$ cat src/rtl/fpga_io_host.sv
// Test host for a processor under test: holds it in reset, releases it with an
// operand applied, and reports whether its output port settles to the expected value.
module fpga_io_host #(
    parameter int unsigned RESET_CYCLES   = 4,
    parameter int unsigned STABLE_CYCLES  = 8,
    parameter int unsigned TIMEOUT_CYCLES = 1024
) (
    input  logic        CLK,
    input  logic        reset,
    input  logic        start,
    input  logic [15:0] InWord,
    input  logic [15:0] Expected,
    input  logic [15:0] FPGAOut,
    output logic [15:0] FPGAIn,
    output logic        cpu_reset,
    output logic        done,
    output logic        pass,
    output logic        timeout,
    output logic [15:0] result
);
    localparam int unsigned RW = $clog2(RESET_CYCLES + 1);
    localparam int unsigned SW = $clog2(STABLE_CYCLES + 1);
    localparam int unsigned TW = $clog2(TIMEOUT_CYCLES + 1);

    typedef enum logic [1:0] {
        S_IDLE      = 2'd0,
        S_RESET_CPU = 2'd1,
        S_RUN       = 2'd2,
        S_DONE      = 2'd3
    } state_t;

    state_t        state_q;
    logic [15:0]   operand_q;
    logic [15:0]   expected_q;
    logic [15:0]   prev_q;
    logic [15:0]   result_q;
    logic [RW-1:0] rst_cnt_q;
    logic [SW-1:0] stable_cnt_q;
    logic [SW-1:0] stable_cnt_d;
    logic [TW-1:0] run_cnt_q;
    logic [TW-1:0] run_cnt_d;
    logic          changed_q;
    logic          changed_d;
    logic          cpu_reset_q;
    logic          done_q;
    logic          pass_q;
    logic          timeout_q;
    logic          settle_s;
    logic          expire_s;

    assign FPGAIn    = operand_q;
    assign cpu_reset = cpu_reset_q;
    assign done      = done_q;
    assign pass      = pass_q;
    assign timeout   = timeout_q;
    assign result    = result_q;

    // RUN-cycle bookkeeping; the first RUN cycle only captures the baseline sample
    always_comb begin
        run_cnt_d    = run_cnt_q + TW'(1);
        changed_d    = changed_q;
        stable_cnt_d = stable_cnt_q;
        if (run_cnt_q == TW'(0)) begin
            changed_d    = 1'b0;
            stable_cnt_d = SW'(0);
        end else if (FPGAOut != prev_q) begin
            changed_d    = 1'b1;
            stable_cnt_d = SW'(0);
        end else if (stable_cnt_q == SW'(STABLE_CYCLES)) begin
            stable_cnt_d = stable_cnt_q;
        end else begin
            stable_cnt_d = stable_cnt_q + SW'(1);
        end
        settle_s = changed_d && (stable_cnt_d == SW'(STABLE_CYCLES));
        expire_s = (run_cnt_d == TW'(TIMEOUT_CYCLES));
    end

    // Run sequencer with registered outputs
    always_ff @(posedge CLK) begin
        if (reset) begin
            state_q      <= S_IDLE;
            operand_q    <= 16'd0;
            expected_q   <= 16'd0;
            prev_q       <= 16'd0;
            result_q     <= 16'd0;
            rst_cnt_q    <= RW'(0);
            stable_cnt_q <= SW'(0);
            run_cnt_q    <= TW'(0);
            changed_q    <= 1'b0;
            cpu_reset_q  <= 1'b1;
            done_q       <= 1'b0;
            pass_q       <= 1'b0;
            timeout_q    <= 1'b0;
        end else begin
            case (state_q)
                S_IDLE, S_DONE: begin
                    if (start) begin
                        operand_q    <= InWord;
                        expected_q   <= Expected;
                        rst_cnt_q    <= RW'(0);
                        stable_cnt_q <= SW'(0);
                        run_cnt_q    <= TW'(0);
                        changed_q    <= 1'b0;
                        result_q     <= 16'd0;
                        pass_q       <= 1'b0;
                        timeout_q    <= 1'b0;
                        done_q       <= 1'b0;
                        cpu_reset_q  <= 1'b1;
                        state_q      <= S_RESET_CPU;
                    end else begin
                        state_q <= state_q;
                    end
                end
                S_RESET_CPU: begin
                    if (rst_cnt_q == RW'(RESET_CYCLES - 1)) begin
                        cpu_reset_q <= 1'b0;
                        state_q     <= S_RUN;
                    end else begin
                        rst_cnt_q <= rst_cnt_q + RW'(1);
                    end
                end
                S_RUN: begin
                    prev_q       <= FPGAOut;
                    changed_q    <= changed_d;
                    stable_cnt_q <= stable_cnt_d;
                    run_cnt_q    <= run_cnt_d;
                    // A settle on the final budgeted cycle still counts as a settle
                    if (settle_s) begin
                        result_q  <= FPGAOut;
                        pass_q    <= (FPGAOut == expected_q);
                        timeout_q <= 1'b0;
                        done_q    <= 1'b1;
                        state_q   <= S_DONE;
                    end else if (expire_s) begin
                        result_q  <= FPGAOut;
                        pass_q    <= 1'b0;
                        timeout_q <= 1'b1;
                        done_q    <= 1'b1;
                        state_q   <= S_DONE;
                    end else begin
                        state_q <= S_RUN;
                    end
                end
                default: begin
                    cpu_reset_q <= 1'b1;
                    done_q      <= 1'b0;
                    state_q     <= S_IDLE;
                end
            endcase
        end
    end
endmodule

$ cat config.mk
export PLATFORM = sky130hd
export DESIGN_NAME = fpga_io_host
export DESIGN_NICKNAME = d
export VERILOG_FILES = /design/src/rtl/fpga_io_host.sv
export SDC_FILE = /design/constraint.sdc
export NUM_CORES = 1
export LEC_CHECK = 0
export BUFFER_PORTS_ARGS = -buffer_cell sky130_fd_sc_hd__buf_2
export CORE_AREA = 3 3 95 97
export CTS_CLUSTER_DIAMETER = 60
export DETAILED_ROUTE_END_ITERATION = 10
export DIE_AREA = 0 0 98 100
export PLACE_DENSITY = 0.74
export RECOVER_POWER = 50
export SETUP_SLACK_MARGIN = 0.1
export SLEW_MARGIN = 20
export SYNTH_ARGS = -nofsm -noshare
export SYNTH_HDL_FRONTEND = slang
export SYNTH_SLANG_ARGS = --single-unit
$ cat constraint.sdc
create_clock -name CLK -period 2.1 [get_ports CLK]
set_clock_uncertainty 0.1 [all_clocks]
set_input_delay 0.21 -clock CLK [delete_from_list [all_inputs] [get_ports CLK]]
set_output_delay 0.21 -clock CLK [all_outputs]
set_load 0.03 [all_outputs]
# After elaboration in Yosys (flattened, before gate mapping)
# Index checks and enable logic that the tools add are counted.
dict set report totals {
  reg_bits 89
  out_inout_bits 36
}
dict set report op_classes {
  addsub 3
  eq_ne 13
  muxes 34
  reduce_logical 12
}
# operator n
set op_table {}
lappend op_table {{16-bit two-way mux} 3}
lappend op_table {{16-bit case mux with 2 select lines} 1}
lappend op_table {{11-bit case mux with 2 select lines} 1}
lappend op_table {{16-bit equality test} 1}
lappend op_table {{4-bit two-way mux} 4}
lappend op_table {{16-bit inequality test} 1}
lappend op_table {{1-bit two-way mux} 12}
lappend op_table {{11-bit by 1-bit adder with 11-bit output (second input constant)} 1}
lappend op_table {{11-bit equality test (second input constant)} 1}
lappend op_table {{11-bit zero test} 1}
lappend op_table {{11-bit two-way mux} 1}
lappend op_table {{1-bit case mux with 2 select lines} 5}
lappend op_table {{3-bit AND reduction} 3}
lappend op_table {{4-bit equality test (second input constant)} 2}
lappend op_table {{4-bit case mux with 2 select lines} 1}
lappend op_table {{3-bit two-way mux} 2}
lappend op_table {{2-bit inequality test (second input constant)} 3}
lappend op_table {{2-bit case mux with 3 select lines} 1}
lappend op_table {{3-bit case mux with 2 select lines} 1}
lappend op_table {{2-bit AND reduction} 3}
lappend op_table {{4-bit by 1-bit adder with 4-bit output (second input constant)} 1}
lappend op_table {{2-bit equality test (second input constant)} 2}
lappend op_table {{2-bit two-way mux} 2}
lappend op_table {{2-bit nonzero test} 2}
lappend op_table {{other kinds (7)} 7}

# Logic depth before layout (Yosys ltp)
dict set report logic_depth {
  ltp_word 8
  mapped_depth 9
  ltp_nobuf 8
}

# Least setup slack after synthesis
# Ideal clock, no wire load.
dict set report synth_path {
  path_kind {reg2reg}
  start {register run_cnt_q[0]}
  end {register result_q[10], in the netlist result[10]}
  t_arrival_ns 1.989
  required_time_ns 1.940
  setup_slack_ns -0.048
  stages_incl_launch_ff 9
  synth_period_minus_slack_ns 2.148
  path_cell_list {dfxtp_1 ha_1 nand3_2 nor3_2 xor2_1 nand4_2 a211oi_4 buf_6 a22o_1}
}
dict set report synth_between {
  elab_chain_cells 6
  word_cells_on_any_way 11
  cone_classes {1 x add/sub; 3 x eq/ne; 4 x mux; 3 x reduce/logical}
}
# element line
set synth_lines {}
lappend synth_lines {{from (decl)} 40} ;# logic [TW-1:0] run_cnt_q;
lappend synth_lines {{from (signal assigned)} 126} ;# run_cnt_q <= run_cnt_d;
lappend synth_lines {{parallel branches: the longest is 6 deep, another holds 11-bit by 1-bit adder with 11-bit output} n/a}
lappend synth_lines {{to (signal assigned)} 129} ;# result_q <= FPGAOut;
lappend synth_lines {{to (signal assigned)} 135} ;# result_q <= FPGAOut;
lappend synth_lines {{to (decl)} 36} ;# logic [15:0] result_q;
# Several ways; the timed one is not identified.
# A chain may end at the register's enable or synchronous reset.

# Worst setup path in the final report
dict set report layout_path {
  start {register stable_cnt_q[1]}
  end {register result_q[2], in the netlist result[2]}
}
dict set report layout_between {
  elab_chain_cells 8
  word_cells_on_any_way 11
  cone_classes {1 x add/sub; 3 x eq/ne; 5 x mux; 2 x reduce/logical}
}
# element line
set layout_lines {}
lappend layout_lines {{from (decl)} 38} ;# logic [SW-1:0] stable_cnt_q;
lappend layout_lines {{from (signal assigned)} 125} ;# stable_cnt_q <= stable_cnt_d;
lappend layout_lines {{4-bit by 1-bit adder with 4-bit output or 4-bit equality test (tied branches)} {72, 69}}
lappend layout_lines {{4-bit two-way mux *} 69} ;# end else if (stable_cnt_q == SW'(STABLE_CYCLES)) begin
lappend layout_lines {{4-bit two-way mux *} 66} ;# end else if (FPGAOut != prev_q) begin
lappend layout_lines {{4-bit two-way mux *} 63} ;# if (run_cnt_q == TW'(0)) begin
lappend layout_lines {{4-bit equality test *} 74} ;# settle_s = changed_d && (stable_cnt_d == SW'(STABLE_CYCLES));
lappend layout_lines {{1-bit logical AND *} 74}
lappend layout_lines {{3-bit inequality test (no source line) or 16-bit two-way mux (tied branches)} n/a}
lappend layout_lines {{3-bit AND reduction (no source line) or 16-bit case mux with 2 select lines (tied branches)} n/a}
# Every way passes the cells marked *; elsewhere a longest branch is shown, timed or not.

==> results.cfg <==
[worst_setup_path]
cp_num_buf_inv = 2
cp_max_fo = 8
cpPeakStageDelay_ps = 370
start_kind = register
crit_path_top_delay_cell = dfxtp_4
required_ps = 2310
path_delay_family = simple AND/OR/NAND/NOR gates
cp.arrival_ps = 2330
path_cells = inv_2 > ha_4 > nand2b_4 > a21oi_2 > nand4_1 > or2_4 > a211oi_4 > clkbuf_16 > a22o_1
path_class = register to register
crit_path_end_kind = register

[timing]
rsz0062_at_grt = true
fin_crit_sh = 1.01
hold_viol = 0
slew_headroom = 0.561
whs_ps = 35.6
layout_setup_ws_ps = -24.4
drv_slew = 0
setup_violations = 8
fin_crit_ps = 2120
fmax_ghz = 0.471
tightest_slew_ps = 659
fin_tns_setup_ps = -71.6

[floorplan]
die_height_um = 100
core_area_um2 = 8220
dieArea_um2 = 9800
start_util = 0.487
rows = 33
ioPinCount = 87
die_w_um = 98

[synth]
ys_seq_area_frac = 0.446
netlist.area_leader.share = 0.446
synth_area_per_cell_um2 = 8.67
ys_types = 48
synth_edf_count = 0
synthArstFlopShare = 0
syn_inst = 461
ys.flop_type = dfxtp_1
syn_nets = 520
yosysWarnings = 0
yosysMostFrequentCell = dfxtp_1
synth_area_leaders = dfxtp_1 (45%), nand2_1 (8.2%), a21oi_1 (6.8%)
netlist_area_um2 = 4000
synth_common_cells = dfxtp_1 (89), nand2_1 (87), a21oi_1 (54)
synth_top_area_cell = dfxtp_1
ys_ff_latch = 89

[routing]
drt_pre_antenna_iters = 4
vias_per_cell = 5.31
wl_per_cell_um = 15.6
vias = 3816
wl_um = 11200
drc_errors = 0
drtIter0Drc = 158
ant_nets = 0

[final_layout]
final_area_um2 = 5460
drive_gt1_frac = 0.245
fin_util = 0.665
final_cells = 719
synthToLayoutAreaGrowth_pct = 36.6
fill_cells = 663
layout.nets = 667

[worst_hold_path]
hold_path_class = input pin to register

[grt]
use_met2 = 0.362
top_usage_layer = met2
grt-ovfl-total = 0
grt_first_pass_wirelength_um = 18100
first_global_vias = 3786
antenna_found_initial = 0
track_usage = 0.223
grt_max_degree = 77
use_met1 = 0.290
grtUsageMet3 = 0.0549

[place]
portBuffers = 86
dp_hpwl_um = 7100
dpl.cell_count = 662
place_area_um2 = 4790
gp_congestion = 0.868
place_ws_ps = 29.4

[power]
p_per_area_nw_per_um2 = 961
peakVddDrop_mv = 0.752
p_total_mw = 5.25
p_leak_nw = 2.17

[clock_tree]
cts-root-buf = clkbuf_8
htree_levels = 3
clk_pin_slew_ps = 100
ctsLongestPathBuffers = 2
clock-sinks = 89
cts_made_buffers = 9
cts_tree = built
clk_latency_ps = 370

[status]
status = finished, violations left
failed_checks = negative setup slack

[run]
max_cap_viol_count = 0
==> state kept, by name, summed over array words and instances (netlist names) <==
signal,flops
FPGAIn,16
changed_q,1
cpu_reset,1
done,1
expected_q,16
pass,1
prev_q,16
result,16
rst_cnt_q,3
run_cnt_q,11
stable_cnt_q,4
state_q,2
timeout,1
==> logic make-up after synthesis <==
group / Yosys count / share of synthesized area
simple gates: 174 / 0.204
compound gates: 107 / 0.173
flops: 89 / 0.446
xor+xnor: 34 / 0.0745
buf+inv: 31 / 0.0316
mux: 18 / 0.0454
fa+ha+maj: 8 / 0.0250
==> per-layer routing <==
| metal | vias up | routed length [µm] |
|---|---|---|
| met5 | - | 0 |
| met4 | 0 | 163 |
| met2 | 101 | 5480 |
| met3 | 17 | 638 |
| li1 | 1897 | - |
| met1 | 1801 | 4900 |
==> timing repair <==
item / in CTS / in global routing
endpoints found under the hold margin: 32 / 0
buffers inserted: 0 / 7
gates resized for setup: 7 / 23
hold buffers: 32 / 0
cloned: 0 / 1
pin swaps: 2 / 18
endpoints found under the setup margin: 20 / 23
==> area by class of cell <==
class                   instances  area (µm²)  share of cell area
diodes                          1        2.50            0.000458
clock buffers                  11         141              0.0259
clock inverters                 5        62.6              0.0115
inverters                      10        40.0             0.00733
multi-input cells             341        2210               0.404
flip-flops and latches         89        1800               0.330
well taps                     105         131              0.0241
repair buffers                157        1070               0.196
==> worst paths after layout <==
kind,start,to,slack [ps],cells past startpoint
max,stable_cnt_q[1],result[2],-20,9
max reg2reg,stable_cnt_q[1],result[2],-20,9
min reg2reg,FPGAIn[3],FPGAIn[3],360,2
min,FPGAOut[12],result[12],40,2
==> power breakdown <==
part | internal [mW] | switching (mW) | leakage [nW] | total (mW)
Combinational | 0.771 | 1.20 | 1.35 | 1.97
Clock | 0.590 | 0.639 | 0.0962 | 1.23
Sequential | 1.90 | 0.148 | 0.728 | 2.05
==> placed cells by master, fill, tap and decap left out, drive strengths merged, types with 2 or more instances in the layout <==
master       count
nor4             9
a211oi           4
o22ai            2
nor2            40
and3             2
dfxtp           89
o21ai           12
nand2           87
a21o             2
xor2            30
a22o            17
a21oi           54
dlygate4sd3     32
and2             3
buf             86
o31ai            3
or3              3
a22oi            5
clkinvlp         2
xnor2            4
inv             11
nor2b            2
nor3             5
a311oi           2
nand3            6
nand3b           2
ha               8
mux2i           17
clkbuf          50
nand4            9
nand2b           4
Note: power is estimated with default switching activity, not from simulation.
